`src/rtl/branch_perf_monitor_if.sv`:
```
// Retire/branch event inputs and snapshot report port of the branch performance monitor.
// master = event source and report sink, slave = the monitor itself.
interface branch_perf_monitor_if #(parameter int CNT_W = 32);
  logic              retire_valid;
  logic [31:0]       retire_inst;
  logic              stall;
  logic              mispredict;
  logic [31:0]       mispredict_inst;
  logic              rpt_valid;
  logic              rpt_ready;
  logic [CNT_W-1:0]  rpt_inst, rpt_branch, rpt_cond, rpt_mispred, rpt_repeat, rpt_cycles, rpt_stall;
  logic              rpt_overrun;

  modport master (
    output retire_valid, retire_inst, stall, mispredict, mispredict_inst, rpt_ready,
    input  rpt_valid, rpt_inst, rpt_branch, rpt_cond, rpt_mispred, rpt_repeat,
           rpt_cycles, rpt_stall, rpt_overrun
  );
  modport slave (
    input  retire_valid, retire_inst, stall, mispredict, mispredict_inst, rpt_ready,
    output rpt_valid, rpt_inst, rpt_branch, rpt_cond, rpt_mispred, rpt_repeat,
           rpt_cycles, rpt_stall, rpt_overrun
  );
endinterface

```
`src/rtl/branch_perf_monitor.sv`:
```
// Windowed branch/retire performance counters with a frozen valid/ready snapshot per
// WINDOW retired instructions and repeat-mispredict detection.
module branch_perf_monitor #(
  parameter int CNT_W      = 32,
  parameter int WINDOW     = 1000,
  parameter int REPEAT_WIN = 4
) (
  input  logic               clk,
  input  logic               rst_n,
  input  logic               clear,
  branch_perf_monitor_if.slave mon
);
  localparam int NC = 7;
  localparam int C_INST = 0, C_BR = 1, C_COND = 2, C_MP = 3, C_REP = 4, C_CYC = 5, C_STL = 6;
  localparam logic [31:0] BUBBLE = 32'h0000_0033;
  localparam logic [6:0]  OP_BR = 7'b1100011, OP_JAL = 7'b1101111, OP_JALR = 7'b1100111;

  logic [NC-1:0][CNT_W-1:0] cnt, cnt_nxt, rpt;
  logic [NC-1:0]            ev;
  logic [6:0]               opc;
  logic                     counted, rep_hit, close, load, accept;
  logic                     rpt_valid_q, rpt_overrun_q;
  logic                     mp_have;
  logic [31:0]              mp_last;
  logic [3:0]               mp_age;

  always_comb begin
    opc     = mon.retire_inst[6:0];
    counted = mon.retire_valid && (mon.retire_inst != BUBBLE);
    rep_hit = mon.mispredict && mp_have && (mon.mispredict_inst == mp_last) &&
              (mp_age <= 4'(REPEAT_WIN));
    ev         = '0;
    ev[C_INST] = counted;
    ev[C_BR]   = counted && (opc == OP_BR || opc == OP_JAL || opc == OP_JALR);
    ev[C_COND] = counted && (opc == OP_BR);
    ev[C_MP]   = mon.mispredict;
    ev[C_REP]  = rep_hit;
    ev[C_CYC]  = 1'b1;
    ev[C_STL]  = mon.stall;
    // Saturating increment; the snapshot copies these so same-cycle events are included.
    for (int i = 0; i < NC; i++)
      cnt_nxt[i] = (ev[i] && !(&cnt[i])) ? cnt[i] + CNT_W'(1) : cnt[i];
    close  = !clear && counted && (cnt_nxt[C_INST] == CNT_W'(WINDOW));
    accept = rpt_valid_q && mon.rpt_ready;
    load   = close && (!rpt_valid_q || mon.rpt_ready);
  end

  always_ff @(posedge clk or negedge rst_n) begin
    if (!rst_n)              cnt <= '0;
    else if (clear || close) cnt <= '0;
    else                     cnt <= cnt_nxt;
  end

  // Repeat-detection history survives window close; only clear/reset forget it.
  always_ff @(posedge clk or negedge rst_n) begin
    if (!rst_n) begin
      mp_have <= 1'b0;
      mp_last <= '0;
      mp_age  <= 4'd15;
    end else if (clear) begin
      mp_have <= 1'b0;
      mp_age  <= 4'd15;
    end else if (mon.mispredict) begin
      mp_have <= 1'b1;
      mp_last <= mon.mispredict_inst;
      mp_age  <= 4'd1;
    end else if (mp_age != 4'd15) begin
      mp_age  <= mp_age + 4'd1;
    end
  end

  always_ff @(posedge clk or negedge rst_n) begin
    if (!rst_n) begin
      rpt           <= '0;
      rpt_valid_q   <= 1'b0;
      rpt_overrun_q <= 1'b0;
    end else if (clear) begin
      rpt           <= '0;
      rpt_valid_q   <= 1'b0;
      rpt_overrun_q <= 1'b0;
    end else if (load) begin
      rpt           <= cnt_nxt;
      rpt_valid_q   <= 1'b1;
    end else begin
      // A close that cannot load means the old snapshot is still pending.
      if (close)  rpt_overrun_q <= 1'b1;
      if (accept) rpt_valid_q   <= 1'b0;
    end
  end

  assign mon.rpt_valid   = rpt_valid_q;
  assign mon.rpt_overrun = rpt_overrun_q;
  assign mon.rpt_inst    = rpt[C_INST];
  assign mon.rpt_branch  = rpt[C_BR];
  assign mon.rpt_cond    = rpt[C_COND];
  assign mon.rpt_mispred = rpt[C_MP];
  assign mon.rpt_repeat  = rpt[C_REP];
  assign mon.rpt_cycles  = rpt[C_CYC];
  assign mon.rpt_stall   = rpt[C_STL];
endmodule

```
`src/flat_wrapper.sv`:
```
// flat-port wrapper written by rule: the top's interface ports become plain ports
module branch_perf_monitor_flat 
#(
  parameter int CNT_W      = 32,
  parameter int WINDOW     = 1000,
  parameter int REPEAT_WIN = 4
)
  (clk, rst_n, clear, mon_retire_valid, mon_retire_inst, mon_stall, mon_mispredict, mon_mispredict_inst, mon_rpt_ready, mon_rpt_valid, mon_rpt_inst, mon_rpt_branch, mon_rpt_cond, mon_rpt_mispred, mon_rpt_repeat, mon_rpt_cycles, mon_rpt_stall, mon_rpt_overrun);
  branch_perf_monitor_if #(.CNT_W(CNT_W)) mon_i ();
  input  logic clk;
  input  logic rst_n;
  input  logic clear;
  input wire logic [$bits(mon_i.retire_valid)-1:0] mon_retire_valid;
  input wire logic [$bits(mon_i.retire_inst)-1:0] mon_retire_inst;
  input wire logic [$bits(mon_i.stall)-1:0] mon_stall;
  input wire logic [$bits(mon_i.mispredict)-1:0] mon_mispredict;
  input wire logic [$bits(mon_i.mispredict_inst)-1:0] mon_mispredict_inst;
  input wire logic [$bits(mon_i.rpt_ready)-1:0] mon_rpt_ready;
  output wire logic [$bits(mon_i.rpt_valid)-1:0] mon_rpt_valid;
  output wire logic [$bits(mon_i.rpt_inst)-1:0] mon_rpt_inst;
  output wire logic [$bits(mon_i.rpt_branch)-1:0] mon_rpt_branch;
  output wire logic [$bits(mon_i.rpt_cond)-1:0] mon_rpt_cond;
  output wire logic [$bits(mon_i.rpt_mispred)-1:0] mon_rpt_mispred;
  output wire logic [$bits(mon_i.rpt_repeat)-1:0] mon_rpt_repeat;
  output wire logic [$bits(mon_i.rpt_cycles)-1:0] mon_rpt_cycles;
  output wire logic [$bits(mon_i.rpt_stall)-1:0] mon_rpt_stall;
  output wire logic [$bits(mon_i.rpt_overrun)-1:0] mon_rpt_overrun;
  assign mon_i.retire_valid = mon_retire_valid;
  assign mon_i.retire_inst = mon_retire_inst;
  assign mon_i.stall = mon_stall;
  assign mon_i.mispredict = mon_mispredict;
  assign mon_i.mispredict_inst = mon_mispredict_inst;
  assign mon_i.rpt_ready = mon_rpt_ready;
  assign mon_rpt_valid = mon_i.rpt_valid;
  assign mon_rpt_inst = mon_i.rpt_inst;
  assign mon_rpt_branch = mon_i.rpt_branch;
  assign mon_rpt_cond = mon_i.rpt_cond;
  assign mon_rpt_mispred = mon_i.rpt_mispred;
  assign mon_rpt_repeat = mon_i.rpt_repeat;
  assign mon_rpt_cycles = mon_i.rpt_cycles;
  assign mon_rpt_stall = mon_i.rpt_stall;
  assign mon_rpt_overrun = mon_i.rpt_overrun;
  branch_perf_monitor #(.CNT_W(CNT_W), .WINDOW(WINDOW), .REPEAT_WIN(REPEAT_WIN)) u_core (.clk(clk), .rst_n(rst_n), .clear(clear), .mon(mon_i));
endmodule
```
`config.mk`:
```
export PLATFORM = sky130hd
export DESIGN_NAME = branch_perf_monitor_flat
export DESIGN_NICKNAME = d
export VERILOG_FILES = /design/src/rtl/branch_perf_monitor_if.sv /design/src/rtl/branch_perf_monitor.sv /design/src/flat_wrapper.sv
export SDC_FILE = /design/constraint.sdc
export NUM_CORES = 1
export LEC_CHECK = 0
export BUFFER_PORTS_ARGS = -buffer_cell sky130_fd_sc_hd__clkbuf_2
export CAP_MARGIN = 25
export CORE_MARGIN = 2
export CORE_UTILIZATION = 53
export DETAILED_ROUTE_END_ITERATION = 10
export GPL_TIMING_DRIVEN = 0
export PLACE_DENSITY_LB_ADDON = 0.08
export SLEW_MARGIN = 20
export SYNTH_ARGS = -nofsm -noshare
export SYNTH_HDL_FRONTEND = slang
export SYNTH_SLANG_ARGS = --single-unit
```
`constraint.sdc`:
```
create_clock -name clk -period 3.7 [get_ports clk]
set_input_delay 0.185 -clock clk [delete_from_list [all_inputs] [get_ports clk]]
set_output_delay 0.185 -clock clk [all_outputs]
set_load 0.05 [all_outputs]
```
== Word level (Yosys, flattened, before mapping) ==
Cells that the tools add are included.
Widths: inputs -> output; s select.
Storage, ports and cells
  register bits: 487
  input port bits: 71
  output and inout port bits: 226
Operators by class
  add/sub/neg operators: 8
  order comparisons: 1
  eq/ne operators: 8
  multiplexer cells: 21
  bitwise gates (word level): 1
  reduce and logical (&&, ||, !) cells: 42
Operators by type and width (count)
  $mux 224: 3
  $add 32x1->32 const B: 7
  $mux 32: 7
  $reduce_and 32->1: 7
  $eq 32x10->1 const B: 1
  $eq 32x32->1: 1
  $ne 32x6->1 const B: 1
  $eq 7x7->1 const B: 3
  $logic_and 1x1->1: 16
  $mux 4: 3
  $logic_not 1->1: 8
  $mux 1: 8
  $reduce_bool 2->1: 3
  $reduce_bool 3->1: 2
  $add 4x1->4 const B: 1
  $le 4x3->1 const B: 1
  $logic_or 1x1->1: 4
  $ne 4x4->1 const B: 1
  $reduce_and 2->1: 2
  $ne 2x2->1 const B: 1
  $not 1->1: 1

== Depth between registers and ports, before layout ==
Gate-level depths: netlist of the first run.
  depth after elaboration: 9
  depth in mapped cells: 14
  gate-level depth less buffers: 10

== Worst setup path before layout of the first run ==
Ideal clock, no wire load.
  path type: register to register
  start: register u_core.cnt[0] (netlist name)
  end: register u_core.rpt, in the netlist u_core.mon.rpt_stall[31]
  data arrival time: 3.463 ns
  data required time: 3.572 ns
  path slack: 0.110 ns
  cell stages (with the launch flop): 12
  path buffers: 2
  period minus slack after synthesis: 3.590 ns
  cells stage by stage: dfrtp_1 ha_1 nand4_2 nor4_4 o2111ai_1 or3_1 a2111oi_1 o211ai_1 or4_1 buf_2 buf_2 mux2_1
Between the ends
  longest elaborated chain between the ends: 8
  elaborated cells on any way between the ends: 9
  classes of those cells: add/sub (1); eq/ne (1); mux (1); reduce/logical (6)
RTL lines
  from (decl): RTL line branch_perf_monitor.sv:18  | logic [NC-1:0][CNT_W-1:0] cnt, cnt_nxt, rpt;
  from (signal assigned): RTL line branch_perf_monitor.sv:51  | else cnt <= cnt_nxt;
  parallel branches: the longest is 3 deep, another holds $add 32x1->32
  $mux 32 (*): RTL line branch_perf_monitor.sv:42  | cnt_nxt[i] = (ev[i] && !(&cnt[i])) ? cnt[i] + CNT_W'(1) : cnt[i];
  $eq 32x10->1 (*): RTL line branch_perf_monitor.sv:43  | close = !clear && counted && (cnt_nxt[C_INST] == CNT_W'(WINDOW));
  $logic_and 1x1->1 (*): RTL line branch_perf_monitor.sv:43
  $logic_and 1x1->1 (*): RTL line branch_perf_monitor.sv:45  | load = close && (!rpt_valid_q || mon.rpt_ready);
  $reduce_bool 2->1 (no line) (*)
  to (signal assigned): RTL line branch_perf_monitor.sv:82  | rpt <= cnt_nxt;
  to (decl): RTL line branch_perf_monitor.sv:18
Mark *: on every way between the ends.
A chain may end at the register's enable or synchronous reset.

== Final worst setup path of the first run ==
  start: input port mon_retire_inst[4]
  end: register u_core.rpt, in the netlist u_core.mon.rpt_mispred[31]
Between the ends
  longest elaborated chain between the ends: 8
  elaborated cells on any way between the ends: 9
  classes of those cells: eq/ne (2); mux (1); reduce/logical (6)
RTL lines
  from (decl): RTL line flat_wrapper.sv:14  | input wire logic [$bits(mon_i.retire_inst)-1:0] mon_retire_inst;
  $ne 32x6->1 (*): RTL line branch_perf_monitor.sv:29  | counted = mon.retire_valid && (mon.retire_inst != BUBBLE);
  $logic_and 1x1->1 (*): RTL line branch_perf_monitor.sv:29
  $logic_and 1x1->1: RTL line branch_perf_monitor.sv:42
  $mux 32: RTL line branch_perf_monitor.sv:42
  $eq 32x10->1: RTL line branch_perf_monitor.sv:43
  $logic_and 1x1->1 (*): RTL line branch_perf_monitor.sv:43
  $logic_and 1x1->1 (*): RTL line branch_perf_monitor.sv:45
  $reduce_bool 2->1 (no line) (*)
Mark *: on every way between the ends. The rest lies on a longest branch, timed or not.

==> results of run 1 <==
-- repair_timing --
action / CTS / global route
endpoints found under the hold margin: 104 / 0
gates resized for setup: 97 / 41
hold buffers: 33 / 0
buffers inserted: 25 / 4
cloned: 0 / 1
pin swaps: 15 / 7
setup endpoints to repair: 423 / 422
-- per-stage QoR --
| stage | hold slack (ns) | instance area, um^2 | std cells | setup TNS [ns] | total power [mW] |
|---|---|---|---|---|---|
| after floorplan | -0.111 | 23500 | 2265 | 0 | 5.79 |
| final | 0.0629 | 28800 | 3316 | -29.31 | 11.6 |
| after detailed placement | 0.251 | 25900 | 3160 | -445.77 | 6.06 |
| after global routing | 0.0949 | 28800 | 3315 | -45.21 | 11.9 |
| after CTS | 0.0294 | 28600 | 3311 | -2.42 | 11.7 |
| after global placement | 0.447 | 25700 | 3153 | -4533.12 | 6.03 |
-- metal layers --
| layer | up-vias | track usage, % |
|---|---|---|
| met5 | - | 0 |
| met4 | 0 | 9.10 |
| met3 | 102 | 4.10 |
| met2 | 505 | 45.3 |
| met1 | 9332 | 37.8 |
| li1 | 8804 | - |
-- synth_stat cells (43+ instances only) --
| cell | count | area (um^2) |
|---|---|---|
| and3_1 | 78 | 488 |
| clkbuf_1 | 80 | 300 |
| dfrtp_1 | 483 | 12100 |
| mux2i_1 | 199 | 1990 |
| nand2_1 | 286 | 1070 |
| nand3_1 | 98 | 490 |
| nand4_1 | 70 | 438 |
| nor2_1 | 110 | 413 |
| nor3_1 | 236 | 1180 |
| nor4_1 | 43 | 269 |
| xnor2_1 | 142 | 1240 |
| xor2_1 | 103 | 902 |
-- final timing paths --
check / start / end / slack, ns / cells after the start
worst max-delay path: mon_retire_inst[4] / u_core.mon.rpt_mispred[31] / -0.18 / 12
worst min-delay path: mon_rpt_ready / u_core.mon.rpt_valid / 0.06 / 4
worst max register to register: u_core.cnt[0] / u_core.mon.rpt_mispred[31] / -0.11 / 12
worst min register to register: u_core.mp_have / u_core.mp_have / 0.51 / 2
max in group asynchronous: rst_n / u_core.cnt[203] / 2.17 / 4
min in group asynchronous: rst_n / u_core.mon.rpt_branch[16] / 0.18 / 2
-- where the power goes --
part | leakage (nW) | switching [mW] | total [mW] | internal, mW
registers | 6.71 | 0.0543 | 5.45 | 5.40
logic | 6.42 | 0.343 | 0.561 | 0.218
clock network | 0.906 | 2.20 | 5.57 | 3.37
total | 14.0 | 2.60 | 11.6 | 8.98
-- cell type report --
class / instances / share of cell area (%)
inverters: 39 / 0.509
well taps: 592 / 2.58
clock buffers: 72 / 5.31
plain buffers: 134 / 3.37
diodes: 1 / 0.00870
multi-input cells: 1603 / 37.0
clock inverters: 22 / 1.07
repair buffers: 366 / 7.72
flip-flops and latches: 487 / 42.4
-- layout by cell type, fill, tap and decap left out, types with 8 or more instances in the layout --
master	netlist	layout
a21oi_1	10	10
and2_1	16	16
and3_1	78	74
and4_1	25	22
buf_12	0	14
buf_2	33	13
buf_4	0	39
buf_6	18	10
clkbuf_1	80	72
clkbuf_16	0	55
clkbuf_2	0	300
clkbuf_8	0	15
clkinv_2	0	8
dfrtp_1	483	478
dlygate4sd3_1	0	33
ha_1	9	8
inv_1	38	38
mux2_2	33	33
mux2i_1	199	196
nand2_1	286	284
nand3_1	98	98
nand4_1	70	70
nor2_1	110	109
nor2b_1	10	10
nor3_1	236	236
nor4_1	43	42
o21ai_0	23	23
or4_1	12	9
xnor2_1	142	142
xor2_1	103	103
-- tightest hold or removal path, stage by stage --
cell	delay, ns
clkbuf_2	0.08
inv_1	0.07
nand2_1	0.16
o22ai_1	0.10
-- cells by family after synthesis --
logic type | count (synthesis) | synth area share, %
simple gates | 1026 | 22.0
flops | 487 | 51.9
xor+xnor | 245 | 9.14
mux | 237 | 10.3
buf+inv | 175 | 3.55
compound gates | 86 | 2.58
fa+ha+maj | 9 | 0.479
-- flip-flops by register name, indices dropped and copies added, names as in the netlist, 4 cells and up --
register / cells
u_core.mon.rpt_cond: 32
u_core.mon.rpt_mispred: 32
u_core.mon.rpt_stall: 32
u_core.cnt: 224
u_core.mon.rpt_cycles: 32
u_core.mp_age: 4
u_core.mon.rpt_inst: 32
u_core.mon.rpt_repeat: 32
u_core.mp_last: 32
u_core.mon.rpt_branch: 32
==> results.py, run 1 <==
metrics = {
    "outcome": {
        "status": "finished, violations left",
        "violations": "negative setup slack",
    },
    "critical_path": {
        "cp_slowest_cell": "a21oi_1",
        "worstPathRequired_ns": 4.17,
        "start_kind": "primary input",
        "worstPathArrival_ns": 4.35,
        "crit_path_max_fanout": 10,
        "cpLargestDelayFamily": "compound AO/OA/AOI/OAI gates",
        "max_stage_delay_ns": 0.95,
        "crit_type": "primary input to flip-flop",
        "worstPathBufferInverterCount": 5,
        "worstPathCellList": "clkbuf_2 -> nor4bb_1 -> and4_1 -> clkbuf_1 -> a21oi_1 -> clkbuf_1 -> a31oi_1 -> a2111o_1 -> or4_4 -> buf_12 -> buf_12 -> mux2_1",
        "critPathCaptureType": "flip-flop",
    },
    "cts": {
        "numCtsBuffers": 52,
        "cts.clk_slew.worst_paths_ns": 0.06,
        "cts_tree": "built",
        "cts_buffer_depth": 3,
        "cts_max_level": 2,
        "clk_latency_ns": 0.60,
        "cts_sinks": 487,
        "cts-root-buf": "clkbuf_16",
    },
    "power_and_ir_drop": {
        "peakVddDrop_mv": 0.422,
        "p_per_area_mw_per_mm2": 403,
        "leakagePower_nw": 14.0,
    },
    "floorplanning": {
        "num_rows": 77,
        "pin_count": 297,
        "coreArea_mm2": 0.0439,
        "start_util_pct": 53.5,
        "dieArea_mm2": 0.0460,
        "die_w_um": 215,
        "die_h_um": 215,
    },
    "sta": {
        "finalHoldViolCount": 0,
        "slew_violations": 0,
        "clock-skew-final_ns": 0.0244,
        "post-route-min-period_ns": 3.88,
        "slew_headroom_pct": 20.8,
        "rsz0062_at_grt": "yes",
        "setup_slack_ns": -0.182,
        "setup_viol": 329,
        "worst_pin_slew_ns": 1.19,
        "fmax_mhz": 258,
        "min_period_over_period_pct": 105,
    },
    "drt": {
        "drt-pass1-iter-count": 5,
        "wl_met2_um": 30400,
        "dr_wl_met3_um": 3230,
        "vias": 18700,
        "routed_wl_um": 63500,
        "top_layer_used": "met4",
        "drcViolationCount": 0,
        "vias_per_cell": 5.65,
        "drt_iter0_markers": 1238,
        "wl_per_cell_um": 19.1,
        "routedLengthMet1_um": 28000,
        "final_antenna_net_count": 0,
    },
    "synthesis": {
        "synth_nets": 2345,
        "yosysWarnings": 0,
        "syn_avg_cell_area_um2": 10.4,
        "synth-edff-count": 0,
        "netlist_instances": 2265,
        "yosysUniqueCellTypes": 66,
        "synth_ff_type": "dfrtp_1",
        "seq_area_frac_synth_pct": 51.9,
        "syn_area_mm2": 0.0235,
        "synth-async-reset-ratio_pct": 100,
        "ys_ff_latch": 487,
    },
    "cells_and_area": {
        "n_fill_cell": 3609,
        "layout-drive-gt1-share_pct": 21.0,
        "area_growth_pct": 22.5,
        "multi_input_area_mm2": 0.0107,
        "final_nets": 2763,
        "seq_area_mm2": 0.0122,
        "fin_util_pct": 65.5,
    },
    "place": {
        "gp_congestion": 0.888,
        "place_ws_ns": -1.65,
        "hpwlAfterDp_um": 44400,
        "io_buffer_count": 296,
    },
    "global_route": {
        "grt_util_all_layers_pct": 27.6,
        "grt_max_degree": 96,
        "overflow": 0,
        "grt_pass1_vias": 19000,
        "grt_pass1_wl_um": 102000,
        "antenna_found_initial": 2,
    },
    "run": {
        "cap_viol_max_count": 0,
    },
    "min_path": {
        "hold_class": "primary input to flip-flop",
    },
}
No activity file was read; power rests on OpenSTA's default activity.
==> inputs of run 2 (changes only) <==
--- a/config.mk
+++ b/config.mk
@@ -7,7 +7,6 @@
 export LEC_CHECK = 0
 export BUFFER_PORTS_ARGS = -buffer_cell sky130_fd_sc_hd__clkbuf_2
 export CAP_MARGIN = 25
-export CORE_MARGIN = 2
 export CORE_UTILIZATION = 53
 export DETAILED_ROUTE_END_ITERATION = 10
 export GPL_TIMING_DRIVEN = 0
==> run 2 against run 1 <==
  * The flow still finishes with violations (negative setup slack)
  * Hold slack worse by 0.0027 ns
  * Utilization is 1.7 points higher
  * Cell area is 1.2% higher
  * Power is 3.9% lower
  * Sequential power hardly changed
  * Critical endpoint is now u_core.mon.rpt_repeat[13]
  * Largest power group is now registers
==> results.py, run 2 (same netlist as run 1, synthesis figures left out) <==
metrics = {
    "outcome": {
        "status": "finished, violations left",
        "violations": "negative setup slack",
    },
    "cells_and_area": {
        "largest-register": "u_core.cnt",
        "final_cells": 3331,
        "area_growth_pct": 24.0,
        "layout_common_cells": "dfrtp_1 (475), clkbuf_2 (297), nand2_1 (284)",
        "final_area_mm2": 0.0291,
        "n_fill_cell": 3452,
        "layout-drive-gt1-share_pct": 21.7,
        "largest_reg_flops": 224,
        "layout_commonest_cell": "dfrtp_1",
        "final_nets": 2787,
    },
    "floorplanning": {
        "start_util_pct": 54.2,
        "die_w_um": 213,
        "dieArea_mm2": 0.0452,
        "coreArea_mm2": 0.0434,
        "die_h_um": 213,
        "num_rows": 76,
        "pin_count": 297,
    },
    "power_and_ir_drop": {
        "combPwrFrac_pct": 5.1,
        "seqPwrFrac_pct": 49.0,
        "switching_share_pct": 23.1,
        "p_int_mw": 8.56,
        "leakagePower_nw": 14.2,
        "power.switching_mw": 2.57,
        "power_mw": 11.1,
        "p_per_area_mw_per_mm2": 382,
        "clockPowerShare_pct": 45.9,
        "peakVddDrop_mv": 0.335,
    },
    "cts": {
        "cts_max_level": 2,
        "cts_buffer_depth": 3,
        "clk_latency_ns": 0.61,
        "numCtsBuffers": 51,
        "cts_tree": "built",
        "cts.clk_slew.worst_paths_ns": 0.06,
        "cts_sinks": 487,
        "cts-root-buf": "clkbuf_16",
    },
    "global_route": {
        "antenna_found_initial": 0,
        "grt_pass1_vias": 18600,
        "grt_max_degree": 96,
        "grt_util_all_layers_pct": 27.8,
        "overflow": 0,
        "grt_pass1_wl_um": 99000,
    },
    "place": {
        "gp_congestion": 0.938,
        "dpl_cell_area_mm2": 0.0259,
        "io_buffer_count": 296,
        "placed_cells": 3154,
        "hpwlAfterDp_um": 44000,
    },
    "drt": {
        "final_antenna_net_count": 0,
        "drt-pass1-iter-count": 6,
        "drt_iter0_markers": 1156,
        "vias": 18800,
        "wl_per_cell_um": 19.1,
        "routed_wl_um": 63500,
        "drcViolationCount": 0,
        "vias_per_cell": 5.63,
    },
    "sta": {
        "slew_violations": 0,
        "fmax_mhz": 263,
        "rsz0062_at_grt": "yes",
        "post-route-min-period_ns": 3.80,
        "clock-skew-final_ns": 0.0170,
        "setup_viol": 165,
        "min_period_over_period_pct": 103,
        "hold_ws_ns": 0.0602,
        "fin_setup_tns_ns": -8.47,
        "finalHoldViolCount": 0,
        "worst_pin_slew_ns": 1.09,
        "slew_headroom_pct": 25.1,
        "setup_slack_ns": -0.103,
    },
    "critical_path": {
        "rr_startpoint": "u_core.cnt[29]",
        "critPathCaptureType": "flip-flop",
        "r2r_slack_ns": -0.10,
        "crit_type": "flip-flop to flip-flop",
        "rr_worst_depth": 12,
        "worstPathRequired_ns": 4.20,
        "r2r_end": "u_core.mon.rpt_repeat[13]",
        "start_kind": "flip-flop",
        "worstPathArrival_ns": 4.31,
        "crit_path_max_fanout": 7,
    },
    "min_path": {
        "hold_class": "primary input to asynchronous set/reset pin",
    },
    "run": {
        "cap_viol_max_count": 0,
    },
}
## run 2: power by group through the flow
stage	Sequential [mW]	Clock, mW	Combinational, mW
floorplan	5.53	0	0.253
global placement	5.54	0	0.482
detailed placement	5.54	0	0.520
CTS	5.45	5.20	0.564
global route	5.46	5.37	0.633
finish	5.45	5.11	0.571
## run 2: metal layers
layer  GRT usage (%)  routed length (um)
met2            45.5               30700
met3            4.89                3330
met4            10.1                1710
met1            37.1               27700
met5               0                   0
## run 2: how the worst max path moves through the flow
stage	cells past startpoint	start	to	slack, ns
6_report	12	u_core.cnt[29]	u_core.mon.rpt_repeat[13]	-0.10
2_1_floorplan	11	u_core.cnt[0]	u_core.mon.rpt_stall[31]	0.11
3_3_place_gp	1	rst_n	u_core.mp_last[21]	-8.51
4_1_cts	13	u_core.cnt[1]	u_core.mon.rpt_repeat[13]	0.003
5_1_grt	12	u_core.cnt[25]	u_core.mon.rpt_repeat[13]	-0.14
3_5_place_dp	13	u_core.cnt[0]	u_core.cnt[153]	-1.52
## run 2: worst max-delay path, stage by stage (launching register included)
cell and delay, ns:
dfrtp_1 0.48, nand4_1 0.26, or4_4 0.49, buf_6 0.17, o21ai_4 0.19, nor4_2 0.07
a211o_1 0.34, a2111o_1 0.41, or4_4 0.59, buf_12 0.18, clkbuf_16 0.18, buf_12 0.14
mux2i_1 0.20
## run 2: repair_timing
item | 4_1_cts | 5_1_grt
hold buffers | 34 | 0
setup buffers | 18 | 24
cloned | 0 | 11
resized for setup | 67 | 118
endpoints found under the setup margin | 423 | 408
pin swaps | 15 | 16
endpoints found under the hold margin | 277 | 0
## run 2: cell type report
cell class / instances / area, um^2 / share of cell area (%)
Clock buffer: 77 / 1500 / 5.16
Antenna cell: 1 / 2.50 / 0.00859
Timing Repair Buffer: 391 / 2630 / 9.01
Buffer: 134 / 1040 / 3.58
Inverter: 39 / 146 / 0.503
Clock inverter: 14 / 153 / 0.524
Multi-Input combinational cell: 1603 / 10700 / 36.8
Tap cell: 585 / 732 / 2.51
Sequential cell: 487 / 12200 / 41.9
## run 2: per-stage QoR
stage                     worst slack (ns)  util, %
after global placement               -8.51     59.3
after detailed placement             -1.52     59.8
after CTS                          0.00284     65.2
after floorplan                      0.110        -
final                               -0.103     67.2
after global routing                -0.144     67.2
